## config.mk

```make
export PLATFORM = sky130hd
export DESIGN_NAME = exc_track_pipe
export DESIGN_NICKNAME = d
export VERILOG_FILES = /design/src/rtl/exc_pkg.sv /design/src/rtl/exc_prio_enc.sv /design/src/rtl/exc_track_pipe.sv
export SDC_FILE = /design/constraint.sdc
export NUM_CORES = 1
export LEC_CHECK = 0
export BUFFER_PORTS_ARGS = -buffer_cell sky130_fd_sc_hd__buf_2
export CAP_MARGIN = 20
export CORE_AREA = 10 10 191 193
export CTS_CLUSTER_SIZE = 28
export DETAILED_ROUTE_END_ITERATION = 10
export DIE_AREA = 0 0 201 203
export GPL_TIMING_DRIVEN = 0
export PLACE_DENSITY = 0.6
export SYNTH_ARGS = -nofsm -noshare
export SYNTH_HDL_FRONTEND = slang
export SYNTH_SLANG_ARGS = --single-unit
```

## constraint.sdc

```tcl
create_clock -name clk -period 1.9 [get_ports clk]
set_input_delay 0.19 -clock clk [delete_from_list [all_inputs] [get_ports clk]]
set_output_delay 0.19 -clock clk [all_outputs]
set_load 0.02 [all_outputs]
```

## src/rtl/exc_pkg.sv

```systemverilog
// Exception-tracking package: ExcCode constants, source-index -> ExcCode table,
// mask of sources that capture a faulting address, and the per-slot record.
package exc_pkg;

  localparam int unsigned MAX_SRC = 16;
  localparam int unsigned IDX_W   = 4;

  localparam logic [4:0] EXC_INT  = 5'd0;
  localparam logic [4:0] EXC_ADEL = 5'd4;
  localparam logic [4:0] EXC_ADES = 5'd5;
  localparam logic [4:0] EXC_SYS  = 5'd8;
  localparam logic [4:0] EXC_BP   = 5'd9;
  localparam logic [4:0] EXC_RI   = 5'd10;
  localparam logic [4:0] EXC_OV   = 5'd12;

  // CODE[j] is the ExcCode raised by source j (listed from index 15 down to 0)
  localparam logic [MAX_SRC-1:0][4:0] CODE = {
    EXC_RI,   EXC_RI,   EXC_RI,  EXC_RI,
    EXC_RI,   EXC_RI,   EXC_RI,  EXC_RI,
    EXC_ADES, EXC_ADEL, EXC_OV,  EXC_RI,
    EXC_BP,   EXC_SYS,  EXC_ADES, EXC_ADEL
  };

  // Sources 0,1,6,7 are address errors and capture the stage address
  localparam logic [MAX_SRC-1:0] ADDR_SRC = 16'h00C3;

  typedef struct packed {
    logic        vld;
    logic        exc;
    logic [4:0]  code;
    logic [31:0] badva;
    logic [31:0] pc;
  } slot_t;

endpackage

```

## src/rtl/exc_prio_enc.sv

```systemverilog
// First-hit exception source encoder: the lowest-index active request wins.
// Ports: req (NSRC requests) -> hit, idx (winning index), code (ExcCode of winner).
module exc_prio_enc
  import exc_pkg::*;
#(
  parameter int unsigned NSRC = 8
) (
  input  logic [NSRC-1:0]  req,
  output logic             hit,
  output logic [IDX_W-1:0] idx,
  output logic [4:0]       code
);

  // Scan high to low so the lowest active index is the last one written
  always_comb begin
    hit = 1'b0;
    idx = '0;
    for (int j = int'(NSRC) - 1; j >= 0; j--) begin
      if (req[j]) begin
        hit = 1'b1;
        idx = IDX_W'(j);
      end
    end
    code = hit ? CODE[idx] : 5'd0;
  end

endmodule

```

## src/rtl/exc_track_pipe.sv

```systemverilog
// Exception tracking pipeline: one slot per stage follows each instruction,
// keeps its oldest exception and presents it at the last slot for commit.
// Ports: clk, reset (sync, active-high); src_i/addr_i per-stage sources and
// addresses; pc_i/ivld_i instruction entering slot 0; stall_i per-slot hold;
// flush_i clears all slots; eret_i loads a clean slot 0; kill_o per-slot
// pending exception; exc_vld_o/exc_code_o/badva_o/epc_o from the last slot;
// exc_cnt_o saturating committed-exception count.
// Optional: EXC_TRACK_INT_EN adds int_i, a level interrupt taken at the last slot.
module exc_track_pipe
  import exc_pkg::*;
#(
  parameter int unsigned NSTAGE = 3,
  parameter int unsigned NSRC   = 8
) (
  input  logic                   clk,
  input  logic                   reset,
  input  logic [NSTAGE*NSRC-1:0] src_i,
  input  logic [NSTAGE*32-1:0]   addr_i,
  input  logic [31:0]            pc_i,
  input  logic                   ivld_i,
  input  logic [NSTAGE-1:0]      stall_i,
  input  logic                   flush_i,
  input  logic                   eret_i,
`ifdef EXC_TRACK_INT_EN
  input  logic                   int_i,
`endif
  output logic [NSTAGE-1:0]      kill_o,
  output logic                   exc_vld_o,
  output logic [4:0]             exc_code_o,
  output logic [31:0]            badva_o,
  output logic [31:0]            epc_o,
  output logic [15:0]            exc_cnt_o
);

  slot_t            q    [NSTAGE];
  slot_t            d    [NSTAGE];
  logic [NSTAGE-1:0] hit;
  logic [IDX_W-1:0]  idx  [NSTAGE];
  logic [4:0]        code [NSTAGE];
  logic [15:0]       cnt;

  // One encoder per stage
  for (genvar s = 0; s < NSTAGE; s++) begin : g_enc
    exc_prio_enc #(.NSRC(NSRC)) u_enc (
      .req  (src_i[s*NSRC +: NSRC]),
      .hit  (hit[s]),
      .idx  (idx[s]),
      .code (code[s])
    );
  end

  // Next-state per slot: flush > stall > eret (slot 0) > normal load
  always_comb begin
    d[0] = q[0];
    if (flush_i) begin
      d[0].vld = 1'b0;
      d[0].exc = 1'b0;
    end else if (!stall_i[0]) begin
      d[0].pc = pc_i;
      if (eret_i) begin
        d[0].vld  = 1'b1;
        d[0].exc  = 1'b0;
        d[0].code = 5'd0;
      end else begin
        d[0].vld  = ivld_i;
        d[0].exc  = hit[0];
        d[0].code = code[0];
        if (hit[0] && ADDR_SRC[idx[0]]) d[0].badva = addr_i[31:0];
      end
    end

    for (int s = 1; s < int'(NSTAGE); s++) begin
      d[s] = q[s];
      if (flush_i) begin
        d[s].vld = 1'b0;
        d[s].exc = 1'b0;
      end else if (stall_i[s]) begin
        d[s] = q[s];
      end else if (stall_i[s-1]) begin
        // Upstream held: insert a bubble
        d[s].vld = 1'b0;
        d[s].exc = 1'b0;
      end else begin
        d[s] = q[s-1];
        // An older exception rides through untouched
        if (!q[s-1].exc && q[s-1].vld && hit[s]) begin
          d[s].exc  = 1'b1;
          d[s].code = code[s];
          if (ADDR_SRC[idx[s]]) d[s].badva = addr_i[s*32 +: 32];
        end
`ifdef EXC_TRACK_INT_EN
        if (s == int'(NSTAGE) - 1 && int_i && q[s-1].vld && !q[s-1].exc) begin
          d[s].exc   = 1'b1;
          d[s].code  = EXC_INT;
          d[s].badva = q[s-1].badva;
        end
`endif
      end
    end
  end

  // Slot registers and saturating commit counter (a commit on a flush edge still counts)
  always_ff @(posedge clk) begin
    if (reset) begin
      for (int s = 0; s < int'(NSTAGE); s++) q[s] <= '0;
      cnt <= '0;
    end else begin
      for (int s = 0; s < int'(NSTAGE); s++) q[s] <= d[s];
      if (q[NSTAGE-1].exc && !stall_i[NSTAGE-1] && cnt != 16'hFFFF) cnt <= cnt + 16'd1;
    end
  end

  always_comb begin
    kill_o = '0;
    for (int s = 0; s < int'(NSTAGE); s++) kill_o[s] = q[s].exc;
  end

  assign exc_vld_o  = q[NSTAGE-1].exc;
  assign exc_code_o = q[NSTAGE-1].code;
  assign badva_o    = q[NSTAGE-1].badva;
  assign epc_o      = q[NSTAGE-1].pc;
  assign exc_cnt_o  = cnt;

endmodule

```

==> results of run 1 <==
layout by cell type (no fill, tap or decap), drive strengths merged, types with 2 or more instances in the layout:
cell type / netlist / routed
inv: 6 / 8
diode: 0 / 13
o211ai: 4 / 4
a22oi: 2 / 2
dfxtp: 225 / 225
nand3: 8 / 8
or2: 3 / 3
bufinv: 0 / 2
a21oi: 148 / 148
clkinv: 0 / 4
o21ai: 8 / 8
buf: 95 / 341
nand2: 267 / 267
nand2b: 7 / 7
nor2: 101 / 101
o21bai: 2 / 2
or3: 6 / 6
and4: 3 / 3
nor3: 145 / 145
o41ai: 2 / 2
or4: 5 / 5
clkinvlp: 0 / 4
a311oi: 3 / 3
nor4: 70 / 70
xnor2: 6 / 6
dlygate4sd3: 0 / 74
mux2i: 2 / 2
xor2: 4 / 4
clkbuf: 68 / 107
nand4: 4 / 4
nand3b: 3 / 3
a31oi: 2 / 2
nor2b: 6 / 6
worst min-delay path by stage:
| stage | start | end | slack, ps | cells after the start |
|---|---|---|---|---|
| after global placement | q[0][17] | q[0][88] | 440 | 2 |
| final | addr_i[47] | q[0][118] | 20 | 3 |
| after global routing | addr_i[59] | q[0][130] | 10 | 3 |
| after floorplan | pc_i[0] | q[0][0] | 330 | 2 |
| after detailed placement | pc_i[20] | q[0][20] | 440 | 3 |
| after CTS | addr_i[47] | q[0][118] | 0.05 | 3 |
tightest hold or removal path, stage by stage:
cell and delay, ps:
buf_2 80, nor3_1 50, nor4_2 180
cell type report:
class / instances / area share, %
Sequential cell: 225 / 34.0
Multi-Input combinational cell: 824 / 31.6
Timing Repair Buffer: 321 / 14.9
Buffer: 161 / 7.31
Clock buffer: 40 / 6.30
Tap cell: 442 / 4.17
Clock inverter: 12 / 1.24
Antenna cell: 13 / 0.245
Inverter: 6 / 0.170
layer usage:
metal | global-route usage, % | routed length [um] | vias up
met5 | 0 | 58 | -
met4 | 6.52 | 1290 | 8
met3 | 3.22 | 1870 | 85
met1 | 20.4 | 15500 | 4346
li1 | - | - | 4810
met2 | 27.2 | 16100 | 266
cells in the mapped netlist (6+ instances only):
| master | n | share of area (%) |
|---|---|---|
| xnor2_1 | 6 | 0.55 |
| buf_2 | 11 | 0.57 |
| nor4_2 | 31 | 4.0 |
| nor3_1 | 145 | 7.5 |
| clkbuf_1 | 68 | 2.6 |
| or3_1 | 6 | 0.39 |
| nor4_1 | 39 | 2.5 |
| nand2b_1 | 6 | 0.39 |
| inv_1 | 6 | 0.23 |
| o21ai_0 | 7 | 0.36 |
| nand3_1 | 8 | 0.42 |
| dfxtp_1 | 225 | 47 |
| a21oi_1 | 148 | 7.7 |
| nor2b_1 | 6 | 0.39 |
| buf_4 | 76 | 5.9 |
| nand2_1 | 267 | 10 |
| nor2_1 | 100 | 3.9 |
cells by family (layout without fill, tap and decap cells):
kind of cell	count (synthesis)	after routing	share of synthesized area, %
buffers and inverters	169	540	10.3
multiplexers	2	2	0.208
XOR/XNOR	10	10	0.909
flip-flops	225	225	46.8
other	1	14	0.0389
adder cells (fa/ha/maj)	1	1	0.130
AO/OA/AOI/OAI	178	178	9.90
AND/OR/NAND/NOR	632	632	31.8
metrics by stage:
stage	power, mW	setup slack (ps)	std cells	hold slack (ps)	utilization, %
2_1_floorplan	5.56	69.3	1218	326	-
3_3_place_gp	5.98	-487	1905	436	35.2
3_5_place_dp	6.00	-533	1905	440	35.2
4_1_cts	11.7	10.3	2031	0.0499	40.6
5_1_grt	12.0	-0.609	2042	10.7	40.8
6_report	11.6	97.0	2044	18.9	40.9
sequential cells by signal (all words and copies together), names as in the netlist:
register,flops
q,209
exc_cnt_o,16
timing repair:
action                     4_1_cts  5_1_grt
setup endpoints to repair       39       77
hold buffers                    74        0
pin swaps                        1        2
setup buffers                    0        2
gates resized for setup          5       25
hold endpoints to repair        73        0
power groups by stage:
stage               registers [mW]  clock network, mW  logic, mW
global route                  4.95               5.86       1.20
CTS                           4.93               5.67       1.09
global placement              5.03                  0      0.952
finish                        4.94               5.54       1.09
detailed placement            5.04                  0      0.963
floorplan                     5.01                  0      0.548
==> impl.org, run 1 <==
** Status
- The flow ran to the end, and the final reports show no timing, DRC or antenna violations.

** Detailed routing
- Once detail routing completed, the nets flagged for antenna violations numbered 0.
- The routed design has 34900 um of wire.
- For this run, design rule violations remaining after detail routing come to 0.
- Detailed-route vias per instance :: about 4.7
- Detailed router's first-iteration violation count :: approximately 450
- Number of iterations in the first detailed-routing pass :: 4
- For this block, the via count after detailed routing is between 9000 and 10000.
- Wire length per cell :: 17.1 um

** Critical path
- CP startpoint kind :: flip-flop
- Cell count of the worst reg-to-reg path :: 5
- Slowest stage delay, CP :: 520 ps
- Worst-path cell chain :: nand4_1, or2_4, or4_1, xor2_1, nor2_1
- Among cell families on the critical path, the largest total delay comes from simple AND/OR/NAND/NOR gates.
- The critical path runs through a total of 5 cells.
- Critical path peak fanout :: 5
- The critical path ends at exc_cnt_o[13].
- Number of buffer and inverter instances along the worst setup path :: 0
- Worst Path Arrival :: 2210 ps
- On the critical path, the stage with the largest delay is an instance of or4_1.
- The worst setup path is captured at a flip-flop.
- Crit path kind :: reg2reg
- In this run the critical register-to-register path is launched from exc_cnt_o[6].
- Data on the critical path is required at its endpoint by 2310 ps.
- In this run the worst setup path begins at exc_cnt_o[6].
- For flop-to-flop paths, the worst setup slack is 100 ps.
- FF-to-FF End :: exc_cnt_o[13]

** Clock network
- Clock-pin slew was measured on the worst setup and hold paths at 60 ps.
- Total clock sinks :: around 230
- TritonCTS built the clock tree.
- The longest clock path from root to sink contains 3 buffers.
- CTS built an H-tree with a depth of 1.
- For the worst-skew pair, the clock arrives at the later sink with an insertion delay of 560 ps.
- The number of clock buffers added by TritonCTS is 28.
- Clock root cell :: clkbuf_16

** Placed design
- Area after detailed placement :: about 0.011 mm^2
- Placer Congestion :: 0.863
- Detailed placement finished with a half-perimeter wire length of 26800 um.
- Buffers on Ports :: 245

** Floorplan
- During I/O placement, the number of pins put on the boundary was 249.
- The floorplan has 66 rows.
- Once the floorplan was initialized, standard cells occupied 29.7% of the core.
- The floorplan step set the die height to 203 um.
- From left edge to right edge, the die measures 201 um.
- The floorplan step defined a die boundary enclosing 0.0408 mm^2.
- Core area :: roughly 0.032 mm^2

** Global route
- The number of antenna violations at the first check in global routing was 16.
- Number of global-route vias before repair :: 9611
- Gr usage total :: between 15 and 20%
- Pin count of the biggest net entering global routing :: 16
- Overflow after GRT :: 0
- Global-route wire length before repair :: approximately 54000 um

** Yosys
- Counting flops with an async set or reset pin after synthesis yields a share of 0%.
- Cell area after synthesis :: 0.00963 mm^2
- Synthesized area per cell :: between 7 and 8 um^2
- Among all flip-flop cells after synthesis, the most frequent one is dfxtp_1.
- Synthesis inferred 225 register bits.
- During synthesis, Yosys emitted a total of 0 warnings.
- The netlist uses 50 different library cells.
- In this run, synthesis inferred 0 flip-flops with an integrated enable.
- Syn Nets :: ~1400
- Number of standard cells after synthesis :: 1218
- Register area share after synthesis :: 46.8%

** Timing
- The max-slew violation total from the final report was 0.
- After layout, the worst path uses 94.9% of the clock period.
- Actual transition at the worst max-transition pin :: 894 ps
- Total Negative Setup Slacks :: 0 ps
- Worst slew slack as a fraction of its limit :: approximately 40%
- Setup-violating endpoint count in the final report :: 0
- The worst path needs approximately 1800 ps of the cycle, external delays included.
- The final number of hold-violating endpoints was 0.
- Max Clock Freq :: roughly 550 MHz
- Clock Skews :: 22.3 ps

** Pwr
- In this run, the combinational gates consume a little under a tenth of the power.
- Seq pwr share :: between 40% and 50%
- The analysis attributes to net switching a power of a little under 3 mW.
- Static leakage power :: 5.16 nW
- For this design the ratio of total power to cell area is approximately 870 mW/mm^2.
- Worst IR Drop VDD :: 0.000614 V
- The clock network accounts for 47.9% of the total power.
- Internal cell power :: around 8.7 mW
- Sw Share :: 24.9%

** Hold path
- The path class of the tightest hold or removal check is in2reg.

** Finish
- Number of fillers in the final layout :: 3344
- At the end of the flow, the number of nets in the layout was roughly 1700.
- Relative area change from synthesis to final layout :: 37.6%
- Summing all multi-input logic gate instances after layout gives 0.00419 mm^2.
- The finished cells cover roughly 0.013 mm^2.
- Across the whole layout, storage elements account for roughly 0.0045 mm^2.
- In the final layout, the share of cells above drive strength 1 is 27.8%.

** Flow run
- Across the run, the number of max-cap violations was 0.
No activity file was read; power rests on OpenSTA's default activity.
==> run 2, diff against run 1 <==
==> constraint.sdc (replaced) <==
create_clock -name clk -period 2.03 [get_ports clk]
set_input_delay 0.203 -clock clk [delete_from_list [all_inputs] [get_ports clk]]
set_output_delay 0.203 -clock clk [all_outputs]
set_load 0.02 [all_outputs]
==> impl.org, run 2 (synthesized netlist as in run 1, its figures left out) <==
** Status
- Status :: complete, no violations

** Global route
- In the global route stage, overall resource usage came out at 16.3%.
- After global routing the overflow that remains totals 0.
- Number of global-route vias before repair :: roughly 9600
- The number of antenna violations at the first check in global routing is 16.
- Entering global routing, the biggest net connects 16 pins.
- Global-route wire length before repair :: 53600 um

** Timing
- Unrepaired setup endpoints after global routing :: yes
- Setup-violating endpoint count in the final report :: 0
- Clock Skews :: 22.8 ps
- Final period util :: 94.4%
- Max Clock Freq :: 522 MHz
- Min cycle time layout :: 1920 ps
- Actual transition at the worst max-transition pin :: 909 ps
- The max-slew violation total from the final report came to 0.
- Number of hold violations in the final report :: 0
- In this run the tightest slew margin relative to its limit is 39.0%.

** Critical path
- The worst setup path is launched from a flip-flop.
- At the worst endpoint, the arrival time is roughly 2300 ps.
- The setup path with the least slack is of type reg2reg.
- Among cell families on the critical path, the largest total delay comes from simple AND/OR/NAND/NOR gates.
- Kind of end point of the critical path :: flip-flop
- Counting buffers and inverters, the worst setup path is 5 cells deep.
- Worst-path cell chain :: nand4_1, or2_1, or4_1, xor2_1, nor2_1
- Critical path peak fanout :: 8
- Cell count of the worst reg-to-reg path :: 5
- On the critical path, the stage with the largest delay is an instance of or4_1.
- For the worst setup path, the data required time is 2440 ps.
- Counting both buffers and inverters, the worst setup path holds a total of 0.
- Slowest stage delay, CP :: approximately 530 ps

** Floorplan
- Vertical die dimension :: 203 um
- 249 I/O pins were placed.
- The die covers 0.0408 mm^2.
- The die is 201 um wide.
- Row generation in the floorplan step produced 66 rows.
- Initial core utilization :: 29.7%
- Core area :: approximately 0.032 mm^2

** Pwr
- Seq pwr share :: 42.7%
- In this run, the combinational gates consume under 10% of the power.
- Net load switching power :: approximately 2.7 mW
- Worst IR Drop VDD :: 0.000574 V
- Net switching is 24.9% of the power.
- Portion of total power attributed to the clock network :: 48.0%
- The internal portion of the total power is 8.12 mW.
- In this run the static leakage power is between 5 and 6 nW.
- Overall power of the completed layout :: 10.8 mW
- Power per cell area :: 822 mW/mm^2

** Finish
- Register with the highest flop count :: q
- The net count of the finished layout is 1722.
- Flip-flop count of the largest register after layout :: 209
- In the final layout, the share of cells above drive strength 1 is a little over a quarter.
- Relative area change from synthesis to final layout :: 36.6%
- Most used cells in the layout excluding fill and tap cells :: nand2_1, buf_2, dfxtp_1, a21oi_1, nor3_1
- Leaving out fill and tap cells, the most frequent cell in the layout is nand2_1.
- The layout has 3353 filler cells.
- For this run, the share of the core covered by cells in the final layout is 40.6%.

** Detailed routing
- The detailed router placed 9498 vias in this run.
- Total wire length after detailed routing :: 34800 um
- Using the TritonRoute via totals, the vias-per-cell ratio works out to 4.66.
- Detail Route Antenna Nets :: 0
- For this run, the detailed router's first-pass iteration total came to 5.
- The first routing iteration left 452 violations.
- Wire length per cell :: 17.1 um
- For this run, design rule violations remaining after detail routing come to 0.

** Clock network
- CTS tree :: yes
- The cell sitting at the root of the clock tree is a clkbuf_16.
- Total clock sinks :: roughly 230
- Clock transition at the registers of the reported paths :: 60 ps
- CTS built an H-tree with a depth of 1.
- In this run, CTS created clock tree buffers numbering 28.
- Max Root-Sink Buffers :: 3
- Post-CTS setup buffer count :: 0
- Worst-Skew Late Latency :: 560 ps

** Placed design
- During placement, the flow inserted port buffers numbering around 250.
- Post-detail-place hpwl :: 26800 um
- The congestion estimate from routability-driven global placement came to 0.863.

** Flow run
- Number of maximum-capacitance constraint violations :: 0

** Hold path
- Along the worst hold path, the cell count comes to 3.
- The min-delay analysis places its worst path in the category in2reg.
-- run 2: cell types whose count changed in the layout (fill, tap and decap cells not counted), moves of 2 or more --
| cell | previous run | this run |
|---|---|---|
| clkbuf_1 | 62 | 65 |
| dfxtp_1 | 221 | 225 |
| buf_4 | 78 | 76 |
| dlygate4sd3_1 | 74 | 68 |
| dfxtp_2 | 4 | 0 |
-- run 2: power groups by stage --
stage	clock [mW]	combinational [mW]	sequential (mW)
floorplan	0	0.513	4.69
global placement	0	0.891	4.71
detailed placement	0	0.901	4.71
CTS	5.30	1.01	4.62
global route	5.49	1.11	4.63
finish	5.20	1.01	4.62
-- run 2: metrics by stage --
stage / cells / setup TNS [ps] / worst slack, ps / hold WS (ps) / cell area (um^2)
after CTS: 2026 / 0 / 11.3 / 6.23 / 13100
after detailed placement: 1905 / -25550 / -416 / 444 / 11400
after global placement: 1905 / -24880 / -370 / 436 / 11400
after floorplan: 1218 / 0 / 199 / 339 / 9630
final: 2039 / 0 / 113 / 11.8 / 13200
after global routing: 2037 / -7.72 / -7.72 / 23.7 / 13200
-- run 2: tightest hold or removal path, delay by kind of cell --
kind	cells	cell delay, ps
AND/OR/NAND/NOR	2	230
buffers and inverters	1	70
-- run 2: final timing paths --
path | startpoint | end | slack, ps
hold reg to reg | q[0][27] | q[0][98] | 440
setup reg to reg | exc_cnt_o[4] | exc_cnt_o[13] | 110
hold / removal | addr_i[93] | q[0][203] | 10
setup / recovery | exc_cnt_o[4] | exc_cnt_o[13] | 110
-- run 2: timing repair --
action                                  4_1_cts  5_1_grt
hold buffers                                 69        0
endpoints found under the setup margin        2       51
gates resized for setup                       2       17
hold endpoints to repair                     68        0
-- run 2: cell type report --
cell class / instances / area (um^2) / share of cell area [%]
plain buffers: 163 / 976 / 7.41
inverters: 6 / 22.5 / 0.171
repair buffers: 313 / 1910 / 14.5
multi-input cells: 824 / 4170 / 31.7
clock buffers: 40 / 836 / 6.35
diodes: 14 / 35.0 / 0.266
flip-flops and latches: 225 / 4500 / 34.2
well taps: 442 / 553 / 4.20
clock inverters: 12 / 164 / 1.25
-- run 2: layer usage --
layer  share of wire, %  wire (um)  global-route usage, %  vias to the layer above
met2                 46      16100                   27.0                      272
met3                5.2       1810                   3.09                       83
met1                 45      15600                   20.5                     4334
li1                   -          -                      -                     4803
met4                3.7       1280                   6.84                        6
met5               0.12         42                      0                        -
==> run 3, diff against run 2 <==
--- a/config.mk
+++ b/config.mk
@@ -7,11 +7,12 @@
 export LEC_CHECK = 0
 export BUFFER_PORTS_ARGS = -buffer_cell sky130_fd_sc_hd__buf_2
 export CAP_MARGIN = 20
-export CORE_AREA = 10 10 191 193
+export CORE_AREA = 10 10 218 169
 export CTS_CLUSTER_SIZE = 28
 export DETAILED_ROUTE_END_ITERATION = 10
-export DIE_AREA = 0 0 201 203
+export DIE_AREA = 0 0 228 179
 export GPL_TIMING_DRIVEN = 0
+export HOLD_SLACK_MARGIN = 0.1
 export PLACE_DENSITY = 0.6
 export SYNTH_ARGS = -nofsm -noshare
 export SYNTH_HDL_FRONTEND = slang
==> impl.org, run 3 (synthesized netlist as in run 1, its figures left out) <==
** Clock network
- Once the clock tree was built, the setup fixing pass inserted 0 buffers.
- No sink is reached through more buffers than the 3 on the longest clock path.
- H-tree level count :: 1
- CTS tree :: yes
- After clock tree synthesis, the clock-pin slew on the worst setup and hold paths is approximately 60 ps.
- The root buffer cell chosen for the clock tree is clkbuf_16.
- Counting every sink on the clock net gives between 200 and 250.
- TritonCTS created 25 clock buffers.
- Worst-Skew Late Latency :: 520 ps

** Placed design
- Post-detail-place hpwl :: 27200 um
- The placed instances occupy a cell area of 0.0114 mm^2.
- At the placement stage, the worst setup path has a slack of -487 ps.
- Placer Congestion :: 0.893
- Port buffering added 245 buffers.

** Pwr
- Sw Share :: roughly a quarter
- The internal power of the cells totals ~8 mW.
- Logic pwr share :: around 11%
- Portion of total power attributed to the clock network :: 44.6%
- Power per cell area :: 759 mW/mm^2
- Net load switching power :: 2.51 mW
- VDD sags by at most approximately 0.00043 V.
- Static leakage power :: 5.34 nW
- Per report_power, the sequential group accounts for 44.5% of the total.

** Critical path
- STA classifies the critical path startpoint as an input port.
- Crit path kind :: in2reg
- In this run the worst path has a maximum fanout of 10.
- Required @ worst endpoint :: 2460 ps
- STA classifies the critical path endpoint as a flip-flop.
- Startpoint of the worst-slack reg-to-reg timing path :: exc_cnt_o[4]
- For the worst setup path, the data arrival time is roughly 2400 ps.
- CP startpoint :: src_i[0]

** Global route
- Global routing consumed, on the met1 layer, roughly 23% of the routing resources.
- Global Route met2 Usage :: 25.9%
- Global-route wire length before repair :: 55600 um
- Gr usage total :: 17.1%
- The number of global-route vias before repair is just under 10000.
- For met3 alone, demand over resource in global routing was 2.97%.
- The total overflow left after global routing is 0.
- The number of antenna violations at the first check in global routing came to 18.
- Global-route layer with the greatest usage :: met2
- Pin count of the biggest net entering global routing :: 14

** Finish
- Most used cells in the layout excluding fill and tap cells :: nand2_1, buf_2, dfxtp_1, a21oi_1, nor3_1
- The finished cells cover 0.0137 mm^2.
- The post-route netlist has 25.9% of its cells at a drive strength greater than 1.
- Final standard cell utilization of the core :: about two fifths
- Flip-flop count of the largest register after layout :: roughly 210
- At the end of the flow, the number of nets in the layout was 1783.
- The area growth from synthesis to layout is 42.1%.
- Register with the highest flop count :: q
- Commonest non-fill, non-tap cell in the layout :: nand2_1
- Number of fillers in the final layout :: 3299

** Floorplan
- During I/O placement, the number of pins put on the boundary was 249.
- Core area :: 0.0327 mm^2
- DIE WIDTH :: 228 um
- Initial core utilization :: approximately 30%
- The floorplan has 58 rows.
- The floorplan step defined a die boundary enclosing just over 0.04 mm^2.
- Vertical die dimension :: 179 um

** Detailed routing
- In this run the remaining antenna-violating nets after routing total 0.
- Wires add up to 36600 um.
- Residual DRC count :: 0
- Before antenna repair, the detailed router went through 5 iterations.
- Wire length per cell :: 17.4 um
- Detailed router's first-iteration violation count :: 738
- Detailed-route vias per instance :: 4.69
- Total vias in the final route :: 9873

** Status
- Status :: complete, no violations

** Timing
- Setup-violating endpoint count in the final report :: 0
- The final critical path takes up 96.8% of the cycle.
- Setup total negative slack on the finished layout was measured at 0 ps.
- Measured against its own limit, the worst slew margin works out to 48.7%.
- Setup repair after global routing could not meet its margin everywhere.
- Max Clock Freq :: 509 MHz
- The final number of hold-violating endpoints came to 0.
- Across the routed clock network, the largest skew measured is between 10 and 15 ps.
- Setup slack on the critical path of the routed design comes to 65.8 ps.
- Hold is met by 125 ps.
- Actual transition at the worst max-transition pin :: 770 ps
- The max-slew violation total from the final report was 0.
- Min cycle time layout :: 1960 ps

** Flow run
- The tool flagged a number of max-cap violations equal to 0.

** Hold path
- Worst min-delay path category :: in2reg
- The startpoint identified for the worst hold timing path is addr_i[63].
==> run 3: changes by cell type in the layout (fill, tap and decap cells not counted), moves of 3 or more <==
cell / before / now
clkbuf_4: 0 / 3
clkbuf_16: 28 / 25
clkinv_2: 2 / 6
dlygate4sd3_1: 68 / 133
diode_2: 14 / 18
clkbuf_8: 9 / 5
buf_2: 256 / 253
clkinvlp_4: 4 / 0
==> run 3: worst paths after layout <==
kind | cells past startpoint | slack, ps | to
min | 3 | 120 | q[0][134]
max reg2reg | 5 | 100 | exc_cnt_o[13]
min reg2reg | 2 | 450 | q[0][0]
max | 8 | 70 | q[0][49]
==> run 3: layer usage <==
layer / vias to the layer above / wire (um)
met1: 4484 / 17100
met4: 0 / 1800
li1: 4917 / -
met5: - / 0
met3: 112 / 1970
met2: 360 / 15700
==> run 3: power groups by stage <==
stage / clock network (mW) / logic [mW] / registers [mW]
after floorplan: 0 / 0.513 / 4.69
after global placement: 0 / 0.889 / 4.72
after detailed placement: 0 / 0.901 / 4.72
after CTS: 4.75 / 1.11 / 4.62
after global routing: 4.93 / 1.23 / 4.64
final: 4.64 / 1.12 / 4.63
==> run 3: what timing repair did <==
action,4_1_cts,5_1_grt
endpoints found under the hold margin,131,0
hold buffers,133,0
setup endpoints to repair,1,108
resized for setup,1,22
==> run 3: final cells by class <==
class | count | area [um^2] | area share, %
sequential | 225 | 4510 | 32.9
multi-input combinational | 824 | 4180 | 30.5
timing repair buffer | 378 | 2560 | 18.7
buffer | 162 | 977 | 7.14
clock buffer | 34 | 709 | 5.18
tap | 450 | 563 | 4.11
clock inverter | 10 | 129 | 0.942
antenna | 18 | 45.0 | 0.329
inverter | 6 | 22.5 | 0.165
==> run 3: stage by stage <==
| stage | total power, mW | std cells |
|---|---|---|
| 2_1_floorplan | 5.20 | 1218 |
| 3_3_place_gp | 5.61 | 1913 |
| 3_5_place_dp | 5.62 | 1913 |
| 4_1_cts | 10.5 | 2090 |
| 5_1_grt | 10.8 | 2105 |
| 6_report | 10.4 | 2107 |
==> run 3: worst max-delay path, stage by stage <==
cell and delay (ps):
dlygate4sd3_1 570, buf_2 150, or4_4 570, o21a_2 280, nand2b_2 130, clkbuf_4 220, nand2_1 80, a21oi_1 180
